## config.mk

```make
export PLATFORM = sky130hd
export DESIGN_NAME = pipe_hazard_ctrl_flat
export DESIGN_NICKNAME = d
export VERILOG_FILES = /design/src/rtl/pipe_hazard_ctrl_if.sv /design/src/rtl/pipe_hazard_ctrl.sv /design/src/flat_wrapper.sv
export SDC_FILE = /design/constraint.sdc
export NUM_CORES = 1
export LEC_CHECK = 0
export CORE_MARGIN = 2
export CORE_UTILIZATION = 25
export CTS_BUF_LIST = sky130_fd_sc_hd__clkbuf_4
export CTS_CLUSTER_SIZE = 28
export DETAILED_ROUTE_END_ITERATION = 12
export GPL_ROUTABILITY_DRIVEN = 0
export SETUP_SLACK_MARGIN = 0.5
export SLEW_MARGIN = 0
export SYNTH_ARGS = -nofsm -noshare
export SYNTH_HDL_FRONTEND = slang
export SYNTH_SLANG_ARGS = --single-unit
```

## constraint.sdc

```tcl
create_clock -name i_clk -period 2.23 [get_ports i_clk]
set_input_delay 0.223 -clock i_clk [delete_from_list [all_inputs] [get_ports i_clk]]
set_output_delay 0.223 -clock i_clk [all_outputs]
set_load 0.1 [all_outputs]
```

## src/rtl/pipe_hazard_ctrl_if.sv

```systemverilog
// ID-stage <-> hazard controller bundle.
// master = ID stage, slave = hazard controller.
interface pipe_hazard_ctrl_if #(
  parameter int RA_W  = 5,
  parameter int CNT_W = 16
);
  logic             id_valid;
  logic [RA_W-1:0]  id_rs;
  logic [RA_W-1:0]  id_rt;
  logic             id_use_rs;
  logic             id_use_rt;
  logic             id_wreg;
  logic             id_m2reg;
  logic [RA_W-1:0]  id_rn;
  logic             br_taken;
  logic             stall;
  logic             bubble;
  logic             flush;
  logic [1:0]       fwd_a;
  logic [1:0]       fwd_b;
  logic [CNT_W-1:0] stall_cnt;
  logic [CNT_W-1:0] flush_cnt;

  modport master (
    output id_valid, id_rs, id_rt,
    output id_use_rs, id_use_rt,
    output id_wreg, id_m2reg, id_rn,
    output br_taken,
    input  stall, bubble, flush,
    input  fwd_a, fwd_b,
    input  stall_cnt, flush_cnt
  );

  modport slave (
    input  id_valid, id_rs, id_rt,
    input  id_use_rs, id_use_rt,
    input  id_wreg, id_m2reg, id_rn,
    input  br_taken,
    output stall, bubble, flush,
    output fwd_a, fwd_b,
    output stall_cnt, flush_cnt
  );
endinterface

```

## src/rtl/pipe_hazard_ctrl.sv

```systemverilog
// Hazard/forwarding controller with in-flight writer scoreboard,
// branch flush countdown and saturating stall/flush counters.
module pipe_hazard_ctrl #(
  parameter int RA_W       = 5,
  parameter int LOAD_LAT   = 1,
  parameter int FWD_EN     = 1,
  parameter int BR_PENALTY = 1,
  parameter int CNT_W      = 16
) (
  input logic               i_clk,
  input logic               i_rst,
  pipe_hazard_ctrl_if.slave hif
);
  localparam int L = LOAD_LAT;

  logic [L:0]           r_v;
  logic [L:0]           r_ld;
  logic [L:0][RA_W-1:0] r_rn;
  logic [1:0]           r_fdown;
  logic [CNT_W-1:0]     r_scnt;
  logic [CNT_W-1:0]     r_fcnt;

  logic       w_flush;
  logic       w_valid;
  logic       w_stall;
  logic       w_bubble;
  logic [2:0] w_la;
  logic [2:0] w_lb;

  // {stall, sel}; walk oldest to youngest so the youngest match wins.
  function automatic logic [2:0] f_lookup(
    input logic            use_r,
    input logic [RA_W-1:0] ra
  );
    logic [2:0] res;
    res = 3'b000;
    for (int i = L; i >= 0; i--) begin
      if (use_r && r_v[i] && r_rn[i] != '0 && r_rn[i] == ra) begin
        if (FWD_EN == 0)            res = 3'b100;
        else if (r_ld[i] && i == L) res = 3'b011;
        else if (r_ld[i])           res = 3'b100;
        else if (i == 0)            res = 3'b001;
        else if (i == 1)            res = 3'b010;
        else                        res = 3'b100;
      end
    end
    return res;
  endfunction

  always_comb begin
    w_flush  = (r_fdown != 2'd0);
    w_valid  = hif.id_valid & ~w_flush;
    w_la     = f_lookup(hif.id_use_rs, hif.id_rs);
    w_lb     = f_lookup(hif.id_use_rt, hif.id_rt);
    w_stall  = w_valid & (w_la[2] | w_lb[2]);
    w_bubble = w_stall | w_flush;
  end

  assign hif.stall     = w_stall;
  assign hif.bubble    = w_bubble;
  assign hif.flush     = w_flush;
  assign hif.fwd_a     = w_valid ? w_la[1:0] : 2'd0;
  assign hif.fwd_b     = w_valid ? w_lb[1:0] : 2'd0;
  assign hif.stall_cnt = r_scnt;
  assign hif.flush_cnt = r_fcnt;

  always_ff @(posedge i_clk) begin
    if (i_rst) begin
      r_v     <= '0;
      r_ld    <= '0;
      r_rn    <= '0;
      r_fdown <= '0;
      r_scnt  <= '0;
      r_fcnt  <= '0;
    end else begin
      r_v  <= {r_v[L-1:0],
               hif.id_valid & hif.id_wreg & ~w_bubble};
      r_ld <= {r_ld[L-1:0], hif.id_m2reg};
      r_rn <= {r_rn[L-1:0], hif.id_rn};
      if (hif.br_taken && !w_stall && !w_flush)
        r_fdown <= 2'(BR_PENALTY);
      else if (w_flush)
        r_fdown <= r_fdown - 2'd1;
      if (w_stall && r_scnt != '1)
        r_scnt <= r_scnt + CNT_W'(1);
      if (w_flush && r_fcnt != '1)
        r_fcnt <= r_fcnt + CNT_W'(1);
    end
  end
endmodule
```

## src/flat_wrapper.sv

```systemverilog
// flat-port wrapper written by rule: the top's interface ports become plain ports
module pipe_hazard_ctrl_flat 
#(
  parameter int RA_W       = 5,
  parameter int LOAD_LAT   = 1,
  parameter int FWD_EN     = 1,
  parameter int BR_PENALTY = 1,
  parameter int CNT_W      = 16
)
  (i_clk, i_rst, hif_id_valid, hif_id_rs, hif_id_rt, hif_id_use_rs, hif_id_use_rt, hif_id_wreg, hif_id_m2reg, hif_id_rn, hif_br_taken, hif_stall, hif_bubble, hif_flush, hif_fwd_a, hif_fwd_b, hif_stall_cnt, hif_flush_cnt);
  pipe_hazard_ctrl_if #(.RA_W(RA_W), .CNT_W(CNT_W)) hif_i ();
  input logic i_clk;
  input logic i_rst;
  input wire logic [$bits(hif_i.id_valid)-1:0] hif_id_valid;
  input wire logic [$bits(hif_i.id_rs)-1:0] hif_id_rs;
  input wire logic [$bits(hif_i.id_rt)-1:0] hif_id_rt;
  input wire logic [$bits(hif_i.id_use_rs)-1:0] hif_id_use_rs;
  input wire logic [$bits(hif_i.id_use_rt)-1:0] hif_id_use_rt;
  input wire logic [$bits(hif_i.id_wreg)-1:0] hif_id_wreg;
  input wire logic [$bits(hif_i.id_m2reg)-1:0] hif_id_m2reg;
  input wire logic [$bits(hif_i.id_rn)-1:0] hif_id_rn;
  input wire logic [$bits(hif_i.br_taken)-1:0] hif_br_taken;
  output wire logic [$bits(hif_i.stall)-1:0] hif_stall;
  output wire logic [$bits(hif_i.bubble)-1:0] hif_bubble;
  output wire logic [$bits(hif_i.flush)-1:0] hif_flush;
  output wire logic [$bits(hif_i.fwd_a)-1:0] hif_fwd_a;
  output wire logic [$bits(hif_i.fwd_b)-1:0] hif_fwd_b;
  output wire logic [$bits(hif_i.stall_cnt)-1:0] hif_stall_cnt;
  output wire logic [$bits(hif_i.flush_cnt)-1:0] hif_flush_cnt;
  assign hif_i.id_valid = hif_id_valid;
  assign hif_i.id_rs = hif_id_rs;
  assign hif_i.id_rt = hif_id_rt;
  assign hif_i.id_use_rs = hif_id_use_rs;
  assign hif_i.id_use_rt = hif_id_use_rt;
  assign hif_i.id_wreg = hif_id_wreg;
  assign hif_i.id_m2reg = hif_id_m2reg;
  assign hif_i.id_rn = hif_id_rn;
  assign hif_i.br_taken = hif_br_taken;
  assign hif_stall = hif_i.stall;
  assign hif_bubble = hif_i.bubble;
  assign hif_flush = hif_i.flush;
  assign hif_fwd_a = hif_i.fwd_a;
  assign hif_fwd_b = hif_i.fwd_b;
  assign hif_stall_cnt = hif_i.stall_cnt;
  assign hif_flush_cnt = hif_i.flush_cnt;
  pipe_hazard_ctrl #(.RA_W(RA_W), .LOAD_LAT(LOAD_LAT), .FWD_EN(FWD_EN), .BR_PENALTY(BR_PENALTY), .CNT_W(CNT_W)) u_core (.i_clk(i_clk), .i_rst(i_rst), .hif(hif_i));
endmodule
```

==> results.json <==
{
  "status": "finished, violations left",
  "failed_checks": "negative setup slack",
  "clkSinkCount": 48,
  "dr.pass1.iters": 4,
  "clock_insertion_delay_worst_skew_ns": 0.37,
  "grt-ovfl-total": 0,
  "timing.final.crit_period_ns": 2.43,
  "setup_viol": 6,
  "path_clk_slew_ns": 0.16,
  "antenna_found_initial": 0,
  "via_count_of_the_first_global_routing_pass": 2100,
  "cts_tree": "done",
  "max_slew.worst_pin.slew_ns": 0.724,
  "post_layout_power_w": 0.00186,
  "die_w_um": 100,
  "initial_utilization_pct": 25.5,
  "detail_route.drc_violations": 0,
  "max_freq_mhz": 411,
  "startpoint_type": "register",
  "crit_fanout": 5,
  "cap_viol_max_count": 0,
  "regToRegStartpoint": "u_core.r_rn[0]$_SDFF_PP0_",
  "finish.cell_count_without_fillers": 481,
  "vias": 2278,
  "vdd_ir_drop_max_uv": 459,
  "diodes": 0,
  "cellInternalPower_w": 0.00120,
  "finish.instance_area_um2": 3880,
  "post-synth-top-count-cell": "sky130_fd_sc_hd__dfxtp_1",
  "finalNetCount": 395,
  "number_of_hold_repair_buffers_added_at_the_cts_stage": 0,
  "worst_r2r_endpoint": "u_core.hif.stall_cnt[6]$_SDFFE_PP0P_",
  "post-dp-hpwl_um": 4300,
  "cts.root.buffer_cell": "sky130_fd_sc_hd__clkbuf_4",
  "io_buffer_count": 61,
  "worst-r2r-cell-count": 10,
  "areaGrowthSynthToFinish_pct": 67.1,
  "ctsLongestPathBuffers": 2,
  "dpl_worst_slack_ns": -0.176,
  "grtUsageTotal_pct": 12.0,
  "end_kind": "output pin",
  "synth_top_flop_cell": "sky130_fd_sc_hd__dfxtp_1",
  "power_per_cell_area_nw_per_um2": 479,
  "finClkSkew_ns": 0.0184,
  "timing.final.ws_setup_ns": -0.201,
  "switching_share_pct": 35.7,
  "netlist.top_cell.by_area": "sky130_fd_sc_hd__dfxtp_1",
  "drt_iter0_drc": 35,
  "yosys.cell_types.count": 39,
  "finalHoldWorstSlack_ns": 0.372,
  "syn_area_um2": 2320,
  "routed_wl_um": 6440,
  "critPathArrivalTime_ns": 2.21,
  "synth_largest_type_area_fraction_pct": 41.4,
  "syn-mean-instance-area_um2": 8.77,
  "design.die.area_um2": 10100,
  "htree_num_levels": 2,
  "detail-route-antenna-nets": 0,
  "fin_crit_sh_pct": 109,
  "mappedNetlistNets": 291,
  "relSlewSlack_pct": 51.7,
  "synthesis.instances": 265,
  "power_switching_w": 0.000664,
  "synth.cells.most_frequent": "sky130_fd_sc_hd__dfxtp_1 (48), sky130_fd_sc_hd__nor2_1 (28), sky130_fd_sc_hd__xor2_1 (19), sky130_fd_sc_hd__nand2_1 (17), sky130_fd_sc_hd__nor2b_1 (16)",
  "synthTopCellsByArea": "sky130_fd_sc_hd__dfxtp_1 (41%), sky130_fd_sc_hd__xor2_1 (7.2%), sky130_fd_sc_hd__xnor2_1 (5.7%)",
  "worst_hold_path.num_cells": 2,
  "leakagePower_nw": 1.41,
  "proportion_of_synthesized_chip_area_in_sequential_cells_pct": 41.4,
  "post_dp_cell_area_um2": 3390,
  "warnings_synthesis": 0,
  "grt_start_max_net_pins": 34,
  "drive_above_1_share_pct": 48.6,
  "rsz_0062_raised_after_global_routing": "true",
  "timing.final.max_slew_violations": 0,
  "power_frac_seq_pct": 48.5,
  "post-place-cells": 446,
  "core-area_um2": 9110,
  "cts_made_buffers": 5,
  "comb_power_share_pct": 28.6,
  "worst_hold_startpoint": "i_rst",
  "number_of_flops_mapped_to_enable_cells_by_yosys": 0,
  "boundaryPins": 62,
  "min_delay_worst_endpoint": "u_core.hif.stall_cnt[0]$_SDFFE_PP0P_",
  "hold_violations": 0,
  "type_of_the_most_critical_hold_path": "input pin to register",
  "wire_length_of_the_first_global_routing_pass_um": 9870,
  "required_arrival_time_at_the_worst_endpoint_ns": 2.01,
  "mean_routed_wirelength_per_cell_um": 13.4,
  "ratio_of_routed_vias_to_standard_cells": 4.74,
  "power_frac_clock_pct": 22.9,
  "async_flop_share_pct": 0,
  "reg2reg_setup_slack_ns": 0.06,
  "timing.setup.critical_path_class": "register to output pin",
  "fp-row-count": 35,
  "floorplan.die.height_um": 100,
  "register_bit_count_reported_by_yosys": 48
}
==> layout make-up <==
| type | instances | area [µm²] |
|---|---|---|
| clock buffer | 5 | 37.5 |
| clock inverter | 3 | 17.5 |
| fill | 893 | 5230 |
| inverter | 6 | 33.8 |
| multi-input combinational | 204 | 1600 |
| sequential | 48 | 1090 |
| tap | 111 | 139 |
| timing repair buffer | 104 | 963 |
==> sequential cells by signal, summed over array words and instances, names as in the netlist <==
name	cells
u_core.r_v	2
u_core.r_fdown	2
u_core.r_rn	10
u_core.hif.stall_cnt	16
u_core.hif.flush_cnt	16
u_core.r_ld	2
==> how the worst max path moves through the flow <==
stage / from / endpoint / slack [ns] / cells after the start
floorplan: u_core.r_rn[1]$_SDFF_PP0_ / hif_fwd_a[0] / -0.57 / 5
global placement: hif_id_rt[0] / hif_fwd_b[0] / -0.12 / 8
detailed placement: hif_id_rt[0] / u_core.hif.stall_cnt[12]$_SDFFE_PP0P_ / -0.18 / 8
CTS: u_core.r_rn[0]$_SDFF_PP0_ / hif_fwd_b[0] / -0.16 / 7
global route: u_core.r_rn[3]$_SDFF_PP0_ / hif_fwd_a[0] / -0.31 / 7
finish: u_core.r_rn[3]$_SDFF_PP0_ / hif_fwd_a[0] / -0.20 / 7
==> layer usage <==
metal	up-vias	wire length, µm	GRT usage [%]
met1	1079	2870	15.8
li1	1152	-	-
met4	0	38	4.11
met2	42	3260	19.9
met3	5	264	2.23
met5	-	0	0
==> critical path: stages (launching register included) <==
cell,delay [ns]
sky130_fd_sc_hd__dfxtp_4,0.39
sky130_fd_sc_hd__xor2_1,0.14
sky130_fd_sc_hd__nor4_1,0.30
sky130_fd_sc_hd__and3_4,0.30
sky130_fd_sc_hd__nor2b_2,0.25
sky130_fd_sc_hd__nor4_4,0.06
sky130_fd_sc_hd__a22o_4,0.23
sky130_fd_sc_hd__buf_12,0.16
==> cell usage in the layout, fill, tap and decap left out, types with 7 or more instances in the layout <==
cell / netlist / layout
sky130_fd_sc_hd__o21ai_0: 14 / 9
sky130_fd_sc_hd__dfxtp_1: 48 / 9
sky130_fd_sc_hd__nand2_1: 17 / 16
sky130_fd_sc_hd__nor2_1: 28 / 24
sky130_fd_sc_hd__nor2b_1: 16 / 14
sky130_fd_sc_hd__nand4_1: 15 / 15
sky130_fd_sc_hd__buf_6: 2 / 8
sky130_fd_sc_hd__buf_4: 0 / 65
sky130_fd_sc_hd__xor2_1: 19 / 19
sky130_fd_sc_hd__xnor2_1: 15 / 14
sky130_fd_sc_hd__dfxtp_4: 0 / 33
sky130_fd_sc_hd__or3_1: 8 / 8
sky130_fd_sc_hd__clkdlybuf4s50_1: 0 / 21
sky130_fd_sc_hd__buf_12: 0 / 7
sky130_fd_sc_hd__a21oi_1: 15 / 9
sky130_fd_sc_hd__nand3_1: 10 / 9
==> power groups by stage <==
stage	Combinational, W	Clock, W	Sequential (W)
after floorplan	0.000233	0	0.000998
after global placement	0.000474	0	0.000922
after detailed placement	0.000480	0	0.000923
after CTS	0.000502	0.000453	0.000902
after global routing	0.000563	0.000485	0.000911
final	0.000533	0.000427	0.000902
==> kinds of logic (layout without fill, tap and decap cells) <==
kind of cell / after synthesis / count (layout) / share of synthesized area, %
adder cells (fa/ha/maj): 3 / 3 / 1.62
XOR/XNOR: 34 / 34 / 12.8
flip-flops: 48 / 48 / 41.4
multiplexers: 3 / 3 / 1.35
AO/OA/AOI/OAI: 41 / 42 / 11.0
buffers and inverters: 14 / 118 / 2.91
AND/OR/NAND/NOR: 122 / 122 / 28.9
==> per-stage QoR <==
step / util (%) / setup TNS, ns
after detailed placement: 37.2 / -2.34
after floorplan: - / -0.798
after global placement: 37.2 / -1.47
final: 42.6 / -0.626
after global routing: 42.6 / -1.51
after CTS: 39.3 / -0.625
==> timing repair <==
action,in CTS,in global routing
gates cloned,0,1
setup buffers,7,19
setup endpoints to repair,34,36
endpoints found under the hold margin,0,0
pin swaps,8,19
resized for setup,25,36
Power figures use the tool's default switching activity.
